## src/rtl/sd_decimator.sv

```systemverilog
// Second-order CIC decoder for a 1-bit sigma-delta stream: two integrators,
// decimate by 2^K, two first-difference combs, with a two-frame warm-up gate.
module sd_decimator #(
    parameter int K = 5,
    parameter int W = 2*K+1
) (
    input  logic         clk,
    input  logic         rst_n,
    input  logic         bit_in,
    input  logic         bit_valid,
    input  logic         clear,
    output logic [W-1:0] dout,
    output logic         dout_valid,
    output logic         settled
);

    typedef enum logic [1:0] {WARM0, WARM1, RUN} state_t;

    state_t       r_state;
    logic [W-1:0] r_i1;
    logic [W-1:0] r_i2;
    logic [W-1:0] r_i2_d;
    logic [W-1:0] r_c1_d;
    logic [W-1:0] r_dout;
    logic [K-1:0] r_cnt;
    logic         r_dout_valid;
    logic         r_settled;

    logic [W-1:0] w_i1_next;
    logic [W-1:0] w_i2_next;
    logic [W-1:0] w_c1;
    logic [W-1:0] w_c2;

    // All sums wrap modulo 2^W; the combs cancel the wrap exactly.
    assign w_i1_next = r_i1 + {{(W-1){1'b0}}, bit_in};
    assign w_i2_next = r_i2 + w_i1_next;
    assign w_c1      = w_i2_next - r_i2_d;
    assign w_c2      = w_c1 - r_c1_d;

    always_ff @(posedge clk or negedge rst_n) begin
        if (!rst_n) begin
            r_state      <= WARM0;
            r_i1         <= '0;
            r_i2         <= '0;
            r_i2_d       <= '0;
            r_c1_d       <= '0;
            r_dout       <= '0;
            r_cnt        <= '0;
            r_dout_valid <= 1'b0;
            r_settled    <= 1'b0;
        end else if (clear) begin
            r_state      <= WARM0;
            r_i1         <= '0;
            r_i2         <= '0;
            r_i2_d       <= '0;
            r_c1_d       <= '0;
            r_dout       <= '0;
            r_cnt        <= '0;
            r_dout_valid <= 1'b0;
            r_settled    <= 1'b0;
        end else begin
            r_dout_valid <= 1'b0;
            if (bit_valid) begin
                r_i1  <= w_i1_next;
                r_i2  <= w_i2_next;
                r_cnt <= r_cnt + 1'b1;
                // Last bit of the frame: run the combs on the updated i2.
                if (&r_cnt) begin
                    r_i2_d <= w_i2_next;
                    r_c1_d <= w_c1;
                    r_dout <= w_c2;
                    case (r_state)
                        WARM0: begin
                            r_state   <= WARM1;
                            r_settled <= 1'b0;
                        end
                        WARM1: begin
                            r_state   <= RUN;
                            r_settled <= 1'b1;
                        end
                        RUN: begin
                            r_dout_valid <= 1'b1;
                            r_settled    <= 1'b1;
                        end
                        default: begin
                            r_state   <= WARM0;
                            r_settled <= 1'b0;
                        end
                    endcase
                end
            end
        end
    end

    assign dout       = r_dout;
    assign dout_valid = r_dout_valid;
    assign settled    = r_settled;

endmodule

```

## config.mk

```make
export PLATFORM = sky130hd
export DESIGN_NAME = sd_decimator
export DESIGN_NICKNAME = d
export VERILOG_FILES = /design/src/rtl/sd_decimator.sv
export SDC_FILE = /design/constraint.sdc
export NUM_CORES = 1
export LEC_CHECK = 0
export ABC_CLOCK_PERIOD_IN_PS = 5600
export CAP_MARGIN = 10
export CORE_ASPECT_RATIO = 1.4
export CORE_MARGIN = 2
export CORE_UTILIZATION = 27
export DETAILED_ROUTE_END_ITERATION = 8
export SKIP_CTS_REPAIR_TIMING = 1
export SLEW_MARGIN = 20
export SYNTH_ARGS = -nofsm -noshare
export SYNTH_HDL_FRONTEND = slang
export SYNTH_SLANG_ARGS = --single-unit
```

## constraint.sdc

```tcl
create_clock -name clk -period 5.6 [get_ports clk]
set_input_delay 0.84 -clock clk [delete_from_list [all_inputs] [get_ports clk]]
set_output_delay 0.84 -clock clk [all_outputs]
set_load 0.05 [all_outputs]
```

==> out/qor.txt, run 1 <==
Status: finished clean
Slowest cell on crit path: or4_1
Net Switching: 353 uW
Final Skew: 11.8 ps
Initial antenna violation count: 0
CTS clock-pin slew for the worst setup and hold paths: 50 ps
DRT Wirelength: 8.22 mm
Final Slew Violations: 0
Final WS setup: 327 ps
Min cycle time layout: 5270 ps
# setup viols final: 0
Worst reg2reg startpoint: r_i1[0]
Num CTS Buffers: 9
Syn Area/Cell: 8.92 um^2
Row count: 53
Place WS: -76.6 ps
Post-DR vias/cell: 4.67
# IOs: 18
Syn_nets: 512
Final ANT Viol Nets: 0
RSZ-0062 raised after global routing: no
Initial Utilization: 0.276
Hold Path Class: reg -> reg
Top cells by count, synth: 64 x dfrtp_1, 61 x nand2_1, 56 x nor2_1
MaxCap Viol Count: 0
Synth Register Bits: 64
Cell-internal power: 916 uW
Vias in the first global route: 3,258
Most frequent cell on the critical path: ha_1
Clock Sinks: 64
Die height: 151 um
Combinational Power Share: 0.210
Power Dens Cells: 262 mW/mm^2
Fmax: 190 MHz
RePlAce Congestion: 0.788
WP depth: 22
Async SR Flop Fraction: 1.00
Layout cells sized above 1: 0.0777
Die ar.: 0.0164 mm^2
Core ar.: 0.0151 mm^2
P&R area growth vs syn: 16.8%
Routed len/inst: 12.1 um
Clock Latency Late Sink: 330 ps
N_diodes: 0
Critical path capture point type: flop
Worst stage delay on the critical path: 510 ps
Switching share of total power: 0.278
Clock root cell: clkbuf_16
Worst setup endpoint: dout[9]
First-pass GRT wire length: 14.4 mm
Number of fillers in the final layout: 1,567
Nets: 531
Detailed Place HPWL: 5.77 mm
Startpoint Class: input port
DRC: 0
Clk pwr share: 0.418
GR Overflow Total: 0
Worst EP required: 5840 ps
Post-synth top flop: dfrtp_1
Unique masters post-synth: 45
R2r setup slk: 950 ps
CTS tree: yes
Cells after Synth: 466
CP Max Fanout: 4
Largest net degree at the start of global routing: 65
Worst-Margin Slew: 823 ps
Dominant cell by count in the synthesized netlist: dfrtp_1
GRT Total Usage: 0.112
Data arrival, critical path: 5520 ps
Final hold vios: 0
YS warnings: 0
Final worst-path cycle share: 0.942
Cell area after synthesis: 0.00416 mm^2
Area share of the largest cell type after synthesis: 0.385
Crit path cell chain: clkdlybuf4s50_1 -> ha_1 -> ha_2 -> nand3_4 -> nor2_1 -> xor2_1 -> ha_1 -> nor4_1 -> a21oi_1 -> nand2_1 -> xor2_1 -> inv_1 -> ha_1 -> or3_1 -> nor3_1 -> nor2_1 -> xor2_1 -> ha_1 -> o21ai_0 -> nor3b_1 -> or4_1 -> a31oi_1
H-tree depth: 3
Iter 0 DRT Violations: 87
Horiz. Die Dim: 109 um
CP startpoint: bit_in
Maximum vdd drop: 0.133 mV
Post-synth EDFFs: 0
Post-synthesis sequential area ratio: 0.385
Delay-heaviest family, CP: simple AND/OR/NAND/NOR gates
Sequential share of power: 0.372
Length of the first detailed-routing pass in iterations: 4
Port Buffers: 17
P_leak: 2.16 nW
Clock tree buffer depth: 2
Worst R2R End: dout[9]
FF-to-FF path depth: 21
DR vias: 3,181
WP buf/inv: 2
WS Path Type: in -> reg
Most area-consuming cells after synthesis: dfrtp_1 39%, ha_1 11%, nand2_1 5.5%
Rel. slew slack: 0.451
Final core utilization: 0.322
Yosys top cell by area: dfrtp_1
[cells by family (layout without fill, tap and decap cells)]
logic type	after synthesis	after routing	synth area share
compound gates	94	94	0.139
xor+xnor	45	45	0.0985
fa+ha+maj	41	41	0.129
buf+inv	52	75	0.0488
flops	64	64	0.385
mux	12	12	0.0289
simple gates	158	158	0.171
[power groups by stage]
stage	Sequential (mW)	Combinational (mW)	Clock, mW
6_report	0.473	0.267	0.530
5_1_grt	0.473	0.309	0.567
4_1_cts	0.472	0.266	0.547
3_5_place_dp	0.481	0.265	0
3_3_place_gp	0.480	0.258	0
2_1_floorplan	0.479	0.205	0
[cell type report]
cell class,instances,area (um^2),area share
multi-input cells,350,2360,0.487
flip-flops and latches,64,1600,0.330
clock buffers,13,270,0.0557
repair buffers,28,243,0.0500
well taps,192,240,0.0495
inverters,32,120,0.0248
clock inverters,2,13.8,0.00284
[worst min-delay path by stage]
| stage | slack (ps) | end | depth (start not counted) | from |
|---|---|---|---|---|
| after CTS | 520 | dout[1] | 2 | dout[1] |
| final | 510 | dout[1] | 2 | dout[1] |
| after floorplan | 490 | r_c1_d[0] | 2 | r_c1_d[0] |
| after detailed placement | 500 | dout[1] | 2 | dout[1] |
| after global placement | 500 | dout[3] | 2 | dout[3] |
| after global routing | 550 | r_i2_d[6] | 2 | r_i2_d[6] |
[worst min-delay path, delay by kind of cell (launching register included)]
| kind | cells | cell delay, ps |
|---|---|---|
| flip-flops | 1 | 340 |
| AO/OA/AOI/OAI | 1 | 60 |
| AND/OR/NAND/NOR | 1 | 70 |
[per-stage QoR]
| step | hold slack (ps) | total power, mW | std cells | area [um^2] | setup TNS, ps |
|---|---|---|---|---|---|
| after floorplan | 487 | 0.684 | 466 | 4160 | 0 |
| after global placement | 498 | 0.738 | 666 | 4560 | -14.9 |
| after global routing | 547 | 1.35 | 681 | 4850 | 0 |
| after detailed placement | 505 | 0.746 | 666 | 4560 | -129 |
| final | 511 | 1.27 | 681 | 4850 | 0 |
| after CTS | 519 | 1.29 | 681 | 4840 | 0 |
[registers in the layout, summed over array words and instances, names as in the netlist]
signal,count
dout,11
r_c1_d,11
r_i1,11
r_i2,11
r_i2_d,11
r_cnt,5
r_state,2
dout_valid,1
settled,1
[cell usage in the layout (no fill, tap or decap), drive strengths merged, types with 3 or more instances in the layout]
| cell type | n |
|---|---|
| o21ai | 16 |
| fa | 3 |
| a21oi | 44 |
| nor2 | 56 |
| nand3 | 5 |
| o21a | 3 |
| xor2 | 24 |
| nand4 | 5 |
| inv | 32 |
| mux2i | 12 |
| ha | 38 |
| nand2 | 61 |
| nand2b | 6 |
| clkbuf | 13 |
| a211oi | 11 |
| clkdlybuf4s50 | 15 |
| nor2b | 6 |
| buf | 13 |
| dfrtp | 64 |
| a21o | 5 |
| xnor2 | 21 |
| nor3 | 9 |
| o31ai | 3 |
[routing by layer]
layer,GRT usage,part of all wire,up-vias
met1,0.118,0.43,1531
met3,0.0219,0.023,14
li1,-,-,1610
met2,0.208,0.53,26
met5,0,0,-
met4,0.0577,0.020,0
(Power assumes the default switching activity.)
==> inputs of run 2 (changes only) <==
--- a/config.mk
+++ b/config.mk
@@ -5,11 +5,11 @@
 export SDC_FILE = /design/constraint.sdc
 export NUM_CORES = 1
 export LEC_CHECK = 0
-export ABC_CLOCK_PERIOD_IN_PS = 5600
 export CAP_MARGIN = 10
 export CORE_ASPECT_RATIO = 1.4
 export CORE_MARGIN = 2
-export CORE_UTILIZATION = 27
+export CORE_UTILIZATION = 30
+export CTS_CLUSTER_SIZE = 16
 export DETAILED_ROUTE_END_ITERATION = 8
 export SKIP_CTS_REPAIR_TIMING = 1
 export SLEW_MARGIN = 20
==> out/qor.txt, run 2 (synthesis results as in run 1) <==
Status: finished clean
Clock root cell: clkbuf_16
Layout cells sized above 1: 0.0855 (+0.00783)
Final Skew: 4.56 ps (-7.23 ps)
RePlAce Congestion: 0.785 (-0.33%)
CTS clock-pin slew for the worst setup and hold paths: 60 ps (about the same)
Final Slew Violations: 0 (unchanged)
Post-DR vias/cell: 4.77 (+2.1%)
Most frequent cell on the critical path: ha_1
Worst EP required: 5860 ps (+20 ps)
Critical path capture point type: flop
Initial antenna violation count: 0 (unchanged)
Setup TNS: 0 ps (unchanged)
GR Overflow Total: 0 (unchanged)
WHS Path Cells: 2 (unchanged)
Worst R2R End: dout[9]
Worst stage delay on the critical path: 530 ps (+20 ps)
FF/Latch Area: 0.00160 mm^2 (unchanged)
WP depth: 22 (unchanged)
Final WS setup: 353 ps (+25.3 ps)
Hold Path Class: reg -> reg
Area of the multi-input gates: 0.00238 mm^2 (+0.53%)
# setup viols final: 0 (unchanged)
Worst-Margin Slew: 822 ps (-0.971 ps)
DR vias: 3,211 (+0.94%)
DRC: 0 (unchanged)
Length of the first detailed-routing pass in iterations: 4 (unchanged)
Iter 0 DRT Violations: 118 (+36%)
Num CTS Buffers: 9 (unchanged)
DRT Wirelength: 8.50 mm (+3.5%)
CTS tree: yes
P_leak: 2.19 nW (+1.4%)
Nets: 532 (+0.19%)
CP startpoint: bit_in
Horiz. Die Dim: 103 um (-4.9%)
WP buf/inv: 2 (unchanged)
WS Path Type: in -> reg
Startpoint Class: input port
Routed len/inst: 12.6 um (+4.7%)
Initial Utilization: 0.309 (+0.0329)
GRT Total Usage: 0.131 (+0.0187)
Place WS: -74.1 ps (+2.42 ps)
P&R area growth vs syn: 18.4%
N_diodes: 0 (unchanged)
R2r setup slk: 980 ps (+30 ps)
Worst reg2reg startpoint: r_i1[0]
Maximum vdd drop: 0.114 mV (-15%)
Clock Latency Late Sink: 340 ps (about the same)
Final hold slack: 510 ps (-0.768 ps)
Most common cell after layout, fill and taps aside: dfrtp_1
Vias in the first global route: 3,386 (+3.9%)
Detailed Place HPWL: 5.74 mm (-0.50%)
Crit path cell chain: clkdlybuf4s50_1 -> ha_1 -> ha_4 -> nand3_4 -> nor2_2 -> xor2_1 -> ha_1 -> nor4_1 -> o21ai_1 -> nand2_1 -> xor2_1 -> inv_1 -> ha_1 -> or3_1 -> nor3_2 -> nor2_1 -> xor2_1 -> ha_1 -> o21ai_0 -> nor3b_1 -> or4_1 -> a31oi_1
Port Buffers: 17 (unchanged)
Worst setup endpoint: dout[9]
CP Max Fanout: 4 (unchanged)
Die ar.: 0.0148 mm^2 (-9.7%)
Clock Sinks: 64 (unchanged)
Final ANT Viol Nets: 0 (unchanged)
Power Dens Cells: 285 mW/mm^2 (+9.0%)
Clock tree buffer depth: 2 (unchanged)
Final hold vios: 0 (unchanged)
Slowest cell on crit path: or4_1
H-tree depth: 3 (unchanged)
MaxCap Viol Count: 0 (unchanged)
Data arrival, critical path: 5500 ps (-20 ps)
Largest net degree at the start of global routing: 65 (unchanged)
Die height: 143 um (-5.0%)
Min cycle time layout: 5250 ps (-25.3 ps)
First-pass GRT wire length: 15.0 mm (+3.7%)
Fmax: 191 MHz (+0.48%)
Rel. slew slack: 0.452 (+0.000647)
Number of fillers in the final layout: 1,353 (-14%)
Core ar.: 0.0135 mm^2 (-11%)
Most frequent cells in the layout: 64 x dfrtp_1, 61 x nand2_1, 55 x nor2_1
Row count: 50 (-5.7%)
# IOs: 18 (unchanged)
Final worst-path cycle share: 0.937 (-0.00452)
Delay-heaviest family, CP: simple AND/OR/NAND/NOR gates
FF-to-FF path depth: 21 (unchanged)
## run 2: report_power, final
group | internal [mW] | total, mW | switching (mW)
Combinational | 0.118 | 0.276 | 0.158
Sequential | 0.468 | 0.472 | 0.00439
Clock | 0.435 | 0.655 | 0.220
## run 2: cell type report
type,count,share of cell area
sequential,64,0.325
inverter,32,0.0244
timing repair buffer,29,0.0509
tap,182,0.0463
clock buffer,9,0.0458
multi-input combinational,350,0.483
clock inverter,7,0.0244
## run 2: worst min path at each step
stage	startpoint	endpoint	slack [ps]
final	dout[1]	dout[1]	510
after global routing	dout[1]	dout[1]	530
after CTS	dout[1]	dout[1]	520
after detailed placement	dout[1]	dout[1]	500
after global placement	dout[1]	dout[1]	490
after floorplan	r_c1_d[0]	r_c1_d[0]	490
## run 2: routing by layer
metal  wire length [um]  vias up  part of all wire  global-route usage
met1               3450     1549              0.41               0.132
met3                229       17             0.027              0.0343
met2               4590       30              0.54               0.238
li1                   -     1615                 -                   -
met4                238        0             0.028              0.0686
met5                  0        -                 0                   0
## run 2: stage by stage
| step | power (mW) | std cells | utilization | instance area (um^2) |
|---|---|---|---|---|
| after detailed placement | 0.750 | 656 | 0.338 | 4540 |
| after global routing | 1.47 | 673 | 0.366 | 4920 |
| final | 1.40 | 673 | 0.366 | 4920 |
| after CTS | 1.41 | 672 | 0.363 | 4890 |
| after floorplan | 0.684 | 466 | - | 4160 |
| after global placement | 0.742 | 656 | 0.338 | 4540 |
## run 2: tightest hold or removal path, stage by stage (launching register included)
cell	delay (ps)
dfrtp_1	340
a21oi_1	60
nor2_1	70
